--- src/rtl/fifo_burst_reader.sv ---
// rtl/fifo_burst_reader.sv - drains a synchronous FIFO in fixed-length bursts onto a valid/ready stream
// Partial residues are flushed as a short burst once the FIFO has sat non-empty for TIMEOUT idle cycles.
module fifo_burst_reader #(
  parameter int DATA_W    = 32,
  parameter int DEPTH     = 16,
  parameter int USED_W    = 5,
  parameter int BURST_LEN = 4,
  parameter int TIMEOUT   = 64
) (
  input  logic              i_clk,
  input  logic              i_rst,
  input  logic [DATA_W-1:0] i_fifo_data,
  input  logic              i_fifo_empty,
  input  logic [USED_W-1:0] i_fifo_used_slot,
  output logic              o_fifo_rd_en,
  output logic [DATA_W-1:0] o_data,
  output logic              o_valid,
  input  logic              i_ready,
  output logic              o_last,
  output logic              o_busy,
  output logic              o_flush
);
  localparam int                TMR_W       = $clog2(TIMEOUT);
  localparam logic [TMR_W-1:0]  TMR_MAX     = TMR_W'(TIMEOUT - 1);
  localparam logic [USED_W-1:0] BURST_WORDS = USED_W'(BURST_LEN);
  localparam logic [USED_W-1:0] DEPTH_WORDS = USED_W'(DEPTH);

  typedef enum logic [1:0] {IDLE, BURST, FLUSH} state_t;

  state_t             state_q, state_d;
  logic [USED_W-1:0]  remaining_q, remaining_d;
  logic [TMR_W-1:0]   timer_q, timer_d;
  logic               flush_q, flush_d;
  logic               inflight_q, inflight_d;
  logic               inflight_last_q, inflight_last_d;
  logic [1:0]         cnt_q, cnt_d;
  logic [DATA_W-1:0]  buf0_q, buf0_d, buf1_q, buf1_d;
  logic               last0_q, last0_d, last1_q, last1_d;
  logic               pop;
  logic [2:0]         occ;

  assign o_valid = (cnt_q != 2'd0);
  assign o_data  = buf0_q;
  assign o_last  = o_valid & last0_q;
  assign o_busy  = (state_q != IDLE);
  assign o_flush = flush_q;
  assign pop     = o_valid & i_ready;

  // Words already owed to the 2-entry buffer after this cycle's pop; never request a third.
  assign occ = {1'b0, cnt_q} + {2'b00, inflight_q} - {2'b00, pop};

  assign o_fifo_rd_en = (state_q != IDLE) && (remaining_q != '0) && !i_fifo_empty && (occ < 3'd2);

  assign inflight_d      = o_fifo_rd_en;
  assign inflight_last_d = o_fifo_rd_en && (remaining_q == USED_W'(1));

  always_comb begin
    state_d     = state_q;
    remaining_d = remaining_q;
    flush_d     = flush_q;
    timer_d     = '0;
    case (state_q)
      IDLE: begin
        if (i_fifo_used_slot >= BURST_WORDS) begin
          state_d     = BURST;
          remaining_d = BURST_WORDS;
        end else if (!i_fifo_empty && timer_q == TMR_MAX) begin
          state_d     = FLUSH;
          remaining_d = (i_fifo_used_slot > DEPTH_WORDS) ? DEPTH_WORDS : i_fifo_used_slot;
          flush_d     = 1'b1;
        end else if (!i_fifo_empty) begin
          timer_d = (timer_q == TMR_MAX) ? TMR_MAX : timer_q + 1'b1;
        end
      end
      BURST, FLUSH: begin
        remaining_d = remaining_q - USED_W'(o_fifo_rd_en);
        if (pop && last0_q) begin
          state_d = IDLE;
          flush_d = 1'b0;
        end
      end
      default: state_d = IDLE;
    endcase
  end

  always_comb begin
    buf0_d  = buf0_q;
    buf1_d  = buf1_q;
    last0_d = last0_q;
    last1_d = last1_q;
    cnt_d   = cnt_q;
    if (pop) begin
      buf0_d  = buf1_q;
      last0_d = last1_q;
      cnt_d   = cnt_q - 2'd1;
    end
    if (inflight_q) begin
      if (cnt_d == 2'd0) begin
        buf0_d  = i_fifo_data;
        last0_d = inflight_last_q;
      end else begin
        buf1_d  = i_fifo_data;
        last1_d = inflight_last_q;
      end
      cnt_d = cnt_d + 2'd1;
    end
  end

  always_ff @(posedge i_clk) begin
    if (i_rst) begin
      state_q         <= IDLE;
      remaining_q     <= '0;
      timer_q         <= '0;
      flush_q         <= 1'b0;
      inflight_q      <= 1'b0;
      inflight_last_q <= 1'b0;
      cnt_q           <= 2'd0;
      buf0_q          <= '0;
      buf1_q          <= '0;
      last0_q         <= 1'b0;
      last1_q         <= 1'b0;
    end else begin
      state_q         <= state_d;
      remaining_q     <= remaining_d;
      timer_q         <= timer_d;
      flush_q         <= flush_d;
      inflight_q      <= inflight_d;
      inflight_last_q <= inflight_last_d;
      cnt_q           <= cnt_d;
      buf0_q          <= buf0_d;
      buf1_q          <= buf1_d;
      last0_q         <= last0_d;
      last1_q         <= last1_d;
    end
  end
endmodule
--- config.mk ---
export PLATFORM = sky130hd
export DESIGN_NAME = fifo_burst_reader
export DESIGN_NICKNAME = d
export VERILOG_FILES = /design/src/rtl/fifo_burst_reader.sv
export SDC_FILE = /design/constraint.sdc
export NUM_CORES = 1
export LEC_CHECK = 0
export CORE_MARGIN = 2
export CORE_UTILIZATION = 40
export CTS_CLUSTER_DIAMETER = 50
export CTS_CLUSTER_SIZE = 10
export DETAILED_ROUTE_END_ITERATION = 6
export PLACE_DENSITY = 0.61
export SETUP_SLACK_MARGIN = 0.5
export SYNTH_ARGS = -nofsm -noshare
export SYNTH_HDL_FRONTEND = slang
export SYNTH_SLANG_ARGS = --single-unit
--- constraint.sdc ---
create_clock -name i_clk -period 5.3 [get_ports i_clk]
set_clock_uncertainty 0.05 [all_clocks]
set_input_delay 1.59 -clock i_clk [delete_from_list [all_inputs] [get_ports i_clk]]
set_output_delay 1.59 -clock i_clk [all_outputs]
set_load 0.02 [all_outputs]
==> flow_summary.toml, run 1 <==
[run_status]
outcome = "finished, final reports clean"

[pwr]
clock_power_share_pct = 28.7
switching_share_pct = 31.3
comb_power_share_pct = 29.0
p_int_uw = 1160
p_total_uw = 1680
power_switching_uw = 526
leakage_uw = 0.00158
powerDensity_nw_per_um2 = 357
p_seq_share_pct = 42.3
peakVddDrop_mv = 0.156

[global_route]
grt_antenna_before_repair = 0
grt_pass1_wl_um = 14700
grt_usage_pct = 18.4
grt_pass1_vias = 3133
grt_overflow = 0
grt_max_degree = 67

[worst_setup_path]
r2r_start = "cnt_q[1]$_SDFF_PP0_"
max_stage_delay_ns = 0.36
cp_max_fo = 2
end_kind = "output port"
worstSetupStartpoint = "i_ready"
path_depth = 12
crit_slowest_cell = "fa_2"
path_class = "input pin to output port"
path_cells = "buf_2, nand2b_4, clkinv_4, ha_4, inv_2, ha_4, inv_2, fa_2, xnor2_2, nand3_4, nor2_4, buf_6"
required_ns = 3.66
crit_family = "adder cells"
worst-path-buf-inv = 5
arrival_ns = 3.14
r2r_cells = 19
start_kind = "input pin"

[detailed_routing]
wl_per_cell_um = 14.0
vias_per_cell = 5.25
dr.pass1.iters = 4
ant_nets = 0
routed-wl-met3_um = 476
top_layer_used = "met4"
drtIter0Drc = 150
wl_met2_um = 4160
wirelength_um = 8890
vias = 3333
drc = 0
met1_length_um = 4160

[synthesis]
synth.area.top_cells = "dfxtp_1 (47%), nand2_1 (15%), a311oi_1 (8.0%), a21oi_1 (5.9%), nor2_1 (5.3%)"
synth_area_per_cell_um2 = 7.84
syn_area_um2 = 3590
yosysWarnings = 0
synth_top_area_share_pct = 46.8
synth_cells = 458
synth-edff-count = 0
synth-seq-cells = 84
yosysUniqueCellTypes = 39
synth_top_cell_by_area = "dfxtp_1"
synth_flop_cell = "dfxtp_1"
synthArstFlopShare_pct = 0
synth_fp_nets = 508
seq_area_frac_synth_pct = 46.8

[layout]
final_layout_size_suffix_gt1_share_pct = 8.54
n_antenna_cell = 0
finalNetCount = 573
syn_to_final_growth_pct = 31.0
layoutNonFillerInstCount = 635

[floorplan]
num_io_pins = 78
die_x_um = 98.8
core_area_um2 = 8720
rows = 34
die-height_um = 98.8
die_area_um2 = 9750
initial_core_util_pct = 41.2

[timing]
setup_viol_count_final = 0
timing.final.crit_share_pct = 90.2
period_minus_slack_ns = 4.78
worst_slew_pin_slew_ns = 0.665
max-slew-margin-rel_pct = 55.6
slew_viol_final = 0
max_freq_mhz = 209
rsz0062_at_grt = "yes"
holdWs_ns = 0.396
finalHoldViolations = 0

[cts]
cts_tree = "yes"
clock_path_buffers = 2
cts_buffers = 9
clk_pin_slew_ns = 0.08
cts_sinks = 84
cts_root_buf = "clkbuf_8"
cts_setup_buffers = 0
clock_latency_ns = 0.35
htree_levels = 3

[placement]
gp_congestion = 0.860
place_hpwl_um = 5630
dpl.cell_count = 620
port_buffers = 77

[flow_run]
maxCapViolCount = 0

[min_path]
worstHoldStart = "timer_q[0]$_SDFF_PP0_"
hold_depth = 1
min_path_type = "register to register"
-- stage by stage --
stage                     setup TNS (ns)  instance area, um2  util [%]  setup WS [ns]
after CTS                              0                4700      53.9          0.519
after floorplan                        0                3630         -          0.502
final                                  0                4700      53.9          0.517
after detailed placement          -0.395                4460      51.2         -0.395
after global routing                   0                4700      53.9          0.434
after global placement            -0.374                4460      51.2         -0.374
-- path summary, 6_finish.rpt --
| check | endpoint | slack [ns] |
|---|---|---|
| worst max-delay path | o_fifo_rd_en | 0.52 |
| worst min-delay path | timer_q[0]$_SDFF_PP0_ | 0.40 |
| worst min register to register | timer_q[0]$_SDFF_PP0_ | 0.40 |
| worst max register to register | remaining_q[2]$_SDFFE_PP0P_ | 1.95 |
-- final cells by class --
class	instances	area [um2]
sequential	84	1680
timing repair buffer	86	830
clock inverter	4	73.8
clock buffer	11	131
multi-input combinational	326	1790
tap	108	135
fill	819	4020
inverter	16	65.1
-- worst register-to-register path: cells and delay by family (launching register included) --
family	cells	cell delay [ns]
adders and majority gates	6	1.30
DFF	1	0.45
buffers and inverters	5	0.34
and+or+nand+nor	3	0.30
AOI/OAI and AO/OA	4	0.64
xor gates and xnor gates	1	0.16
-- sequential cells by signal, summed over array words and instances, names as in the netlist --
name and cells:
buf1_q 32, cnt_q 2, inflight_last_q 1, inflight_q 1, last0_q 1, last1_q 1, o_data 32, o_flush 1
remaining_q 5, state_q 2, timer_q 6
-- what timing repair did --
action / CTS / global route
resized for setup: 16 / 1
pin swaps: 4 / 2
endpoints found under the setup margin: 1 / 1
hold buffers: 0 / 0
cloned: 0 / 0
-- power by group through the flow --
stage	registers [uW]	logic (uW)	clock network (uW)
global placement	724	458	0
floorplan	752	256	0
CTS	712	485	501
global route	719	531	524
detailed placement	724	464	0
finish	711	488	483
-- kinds of logic after synthesis --
| family | synth area share, % |
|---|---|
| adders and majority gates | 3.35 |
| and+or+nand+nor | 25.1 |
| AOI/OAI and AO/OA | 18.3 |
| xor gates and xnor gates | 1.22 |
| DFF | 46.8 |
| buffers and inverters | 5.26 |
-- synthesized netlist by cell type, types with 2 or more instances --
master	count
clkbuf_1	19
ha_1	8
nand2_1	140
a311oi_1	33
nor2_1	51
or2_2	2
or3_1	2
nor4_1	2
nand2b_1	5
o21ai_0	4
a21oi_1	42
dfxtp_1	84
o22ai_1	3
and3_1	2
nor3_1	6
inv_1	15
buf_1	11
a211oi_1	3
nand3_1	3
xnor2_1	4
-- layer usage --
metal / GRT usage [%] / vias up
li1: - / 1671
met3: 5.82 / 8
met5: 0 / -
met1: 23.3 / 1578
met4: 4.85 / 0
met2: 30.6 / 76
-- placed cells by master (no fill, tap or decap), drive strengths merged, types with 3 or more instances in the layout --
master / instances
nand2b: 5
a211oi: 3
a21oi: 42
buf: 12
nand3: 4
nor3: 6
dfxtp: 84
o22ai: 3
inv: 16
a311oi: 33
nand2: 140
xnor2: 4
clkdlybuf4s50: 74
nor2: 51
ha: 8
o21ai: 4
clkbuf: 11
Power figures use the tool's default switching activity.
==> run 2, diff against run 1 <==
- MAX_ROUTING_LAYER: unset -> met4
- clock period: 5.3 -> 5.2 ns (I/O delays scaled with it)
==> flow_summary.toml, run 2 (synthesized netlist as in run 1, its figures left out) <==
[cts]
cts_root_buf = "clkbuf_8"
cts_sinks = 84
htree_levels = 3
clock_latency_ns = 0.35
clk_pin_slew_ns = 0.09
cts_tree = "yes"
cts_buffers = 9
clock_path_buffers = 2

[flow_run]
maxCapViolCount = 0

[detailed_routing]
vias_per_cell = 5.13
ant_nets = 0
drc = 0
drtIter0Drc = 137
wl_per_cell_um = 13.6
dr.pass1.iters = 4
vias = 3270
wirelength_um = 8690

[floorplan]
core_area_um2 = 8720
rows = 34
die_area_um2 = 9750
initial_core_util_pct = 41.2
die-height_um = 98.8
die_x_um = 98.8
num_io_pins = 78

[placement]
port_buffers = 77
gp_congestion = 0.786
dpl.cell_count = 619
place_hpwl_um = 5630

[layout]
n_antenna_cell = 0
finalNetCount = 575
fillCellCount = 828
multi_input_area_um2 = 1780
final_layout_size_suffix_gt1_share_pct = 9.43
syn_to_final_growth_pct = 31.6
layoutNonFillerInstCount = 638
mostFrequentLayoutCell = "nand2_1"
layout_common_cells = "nand2_1 (139), dfxtp_1 (84), clkdlybuf4s50_1 (74), nor2_1 (49), a21oi_1 (42)"
register_area_um2 = 1680

[timing]
slew_viol_final = 0
worst_slew_pin_slew_ns = 0.613
timing.final.crit_share_pct = 90.3
holdWs_ns = 0.400
max_freq_mhz = 213
setup_viol_count_final = 0
max-slew-margin-rel_pct = 59.1
period_minus_slack_ns = 4.70
finalHoldViolations = 0
rsz0062_at_grt = "yes"

[min_path]
min_path_type = "register to register"

[worst_setup_path]
arrival_ns = 3.09
cp_max_fo = 2
end_kind = "output port"
start_kind = "input pin"
path_class = "input pin to output port"
required_ns = 3.59

[pwr]
powerDensity_nw_per_um2 = 353
leakage_uw = 0.00159
peakVddDrop_mv = 0.141

[global_route]
grt_overflow = 0
met2_usage_pct = 30.0
grt_util_met1_pct = 24.9
grt_usage_pct = 19.2
grt_pass1_vias = 3198
grt_antenna_before_repair = 0
grt_max_degree = 49
use_met3_pct = 2.98
grt_pass1_wl_um = 14900
busiest_layer = "met2"

[run_status]
outcome = "finished, final reports clean"
## run 2: path summary, 6_finish.rpt
| path | startpoint | cells past startpoint | endpoint | slack (ns) |
|---|---|---|---|---|
| max reg2reg | cnt_q[1]$_SDFF_PP0_ | 19 | remaining_q[2]$_SDFFE_PP0P_ | 1.84 |
| min reg2reg | timer_q[0]$_SDFF_PP0_ | 1 | timer_q[0]$_SDFF_PP0_ | 0.40 |
| max | i_ready | 12 | o_fifo_rd_en | 0.50 |
| min | timer_q[0]$_SDFF_PP0_ | 1 | timer_q[0]$_SDFF_PP0_ | 0.40 |
## run 2: routing by layer
layer / share of wire (%) / vias to the layer above / wire length [um]
met4: 1.9 / 0 / 164
met1: 47 / 1492 / 4110
met5: 0 / - / 0
li1: - / 1679 / -
met2: 46 / 84 / 4020
met3: 4.5 / 15 / 394
## run 2: critical path, stage by stage
cell and delay (ns):
buf_6 0.09, nand2b_4 0.07, clkinv_4 0.05, ha_4 0.21
inv_2 0.06, ha_4 0.12, inv_2 0.03, fa_2 0.35
xnor2_2 0.18, nand3_2 0.11, nor2_4 0.11, buf_6 0.12
## run 2: per-stage QoR
stage	TNS [ns]	util [%]	instance area [um2]	setup slack, ns	power, uW
2_1_floorplan	0	-	3640	0.542	1030
3_3_place_gp	-0.344	51.5	4490	-0.344	1210
3_5_place_dp	-0.386	51.5	4490	-0.386	1220
4_1_cts	0	54.1	4720	0.483	1680
5_1_grt	0	54.2	4720	0.432	1770
6_report	0	54.2	4720	0.504	1670
## run 2: area by class of cell
| cell class | instances | area share (%) |
|---|---|---|
| flip-flops and latches | 84 | 35.6 |
| repair buffers | 88 | 18.5 |
| clock buffers | 10 | 2.91 |
| multi-input cells | 326 | 37.7 |
| clock inverters | 6 | 1.03 |
| well taps | 108 | 2.86 |
| inverters | 16 | 1.38 |
## run 2: power by group
group,total (uW),leakage [uW],internal [uW],switching (uW)
combinational,506,0.000824,223,283
sequential,725,0.000678,692,33.3
clock,438,0.0000904,191,247
## run 2: what timing repair did
action | CTS | global route
setup endpoints to repair | 1 | 1
gates resized for setup | 16 | 0
gates cloned | 0 | 0
buffers inserted | 2 | 1
pin swaps | 5 | 5
hold buffers | 0 | 0
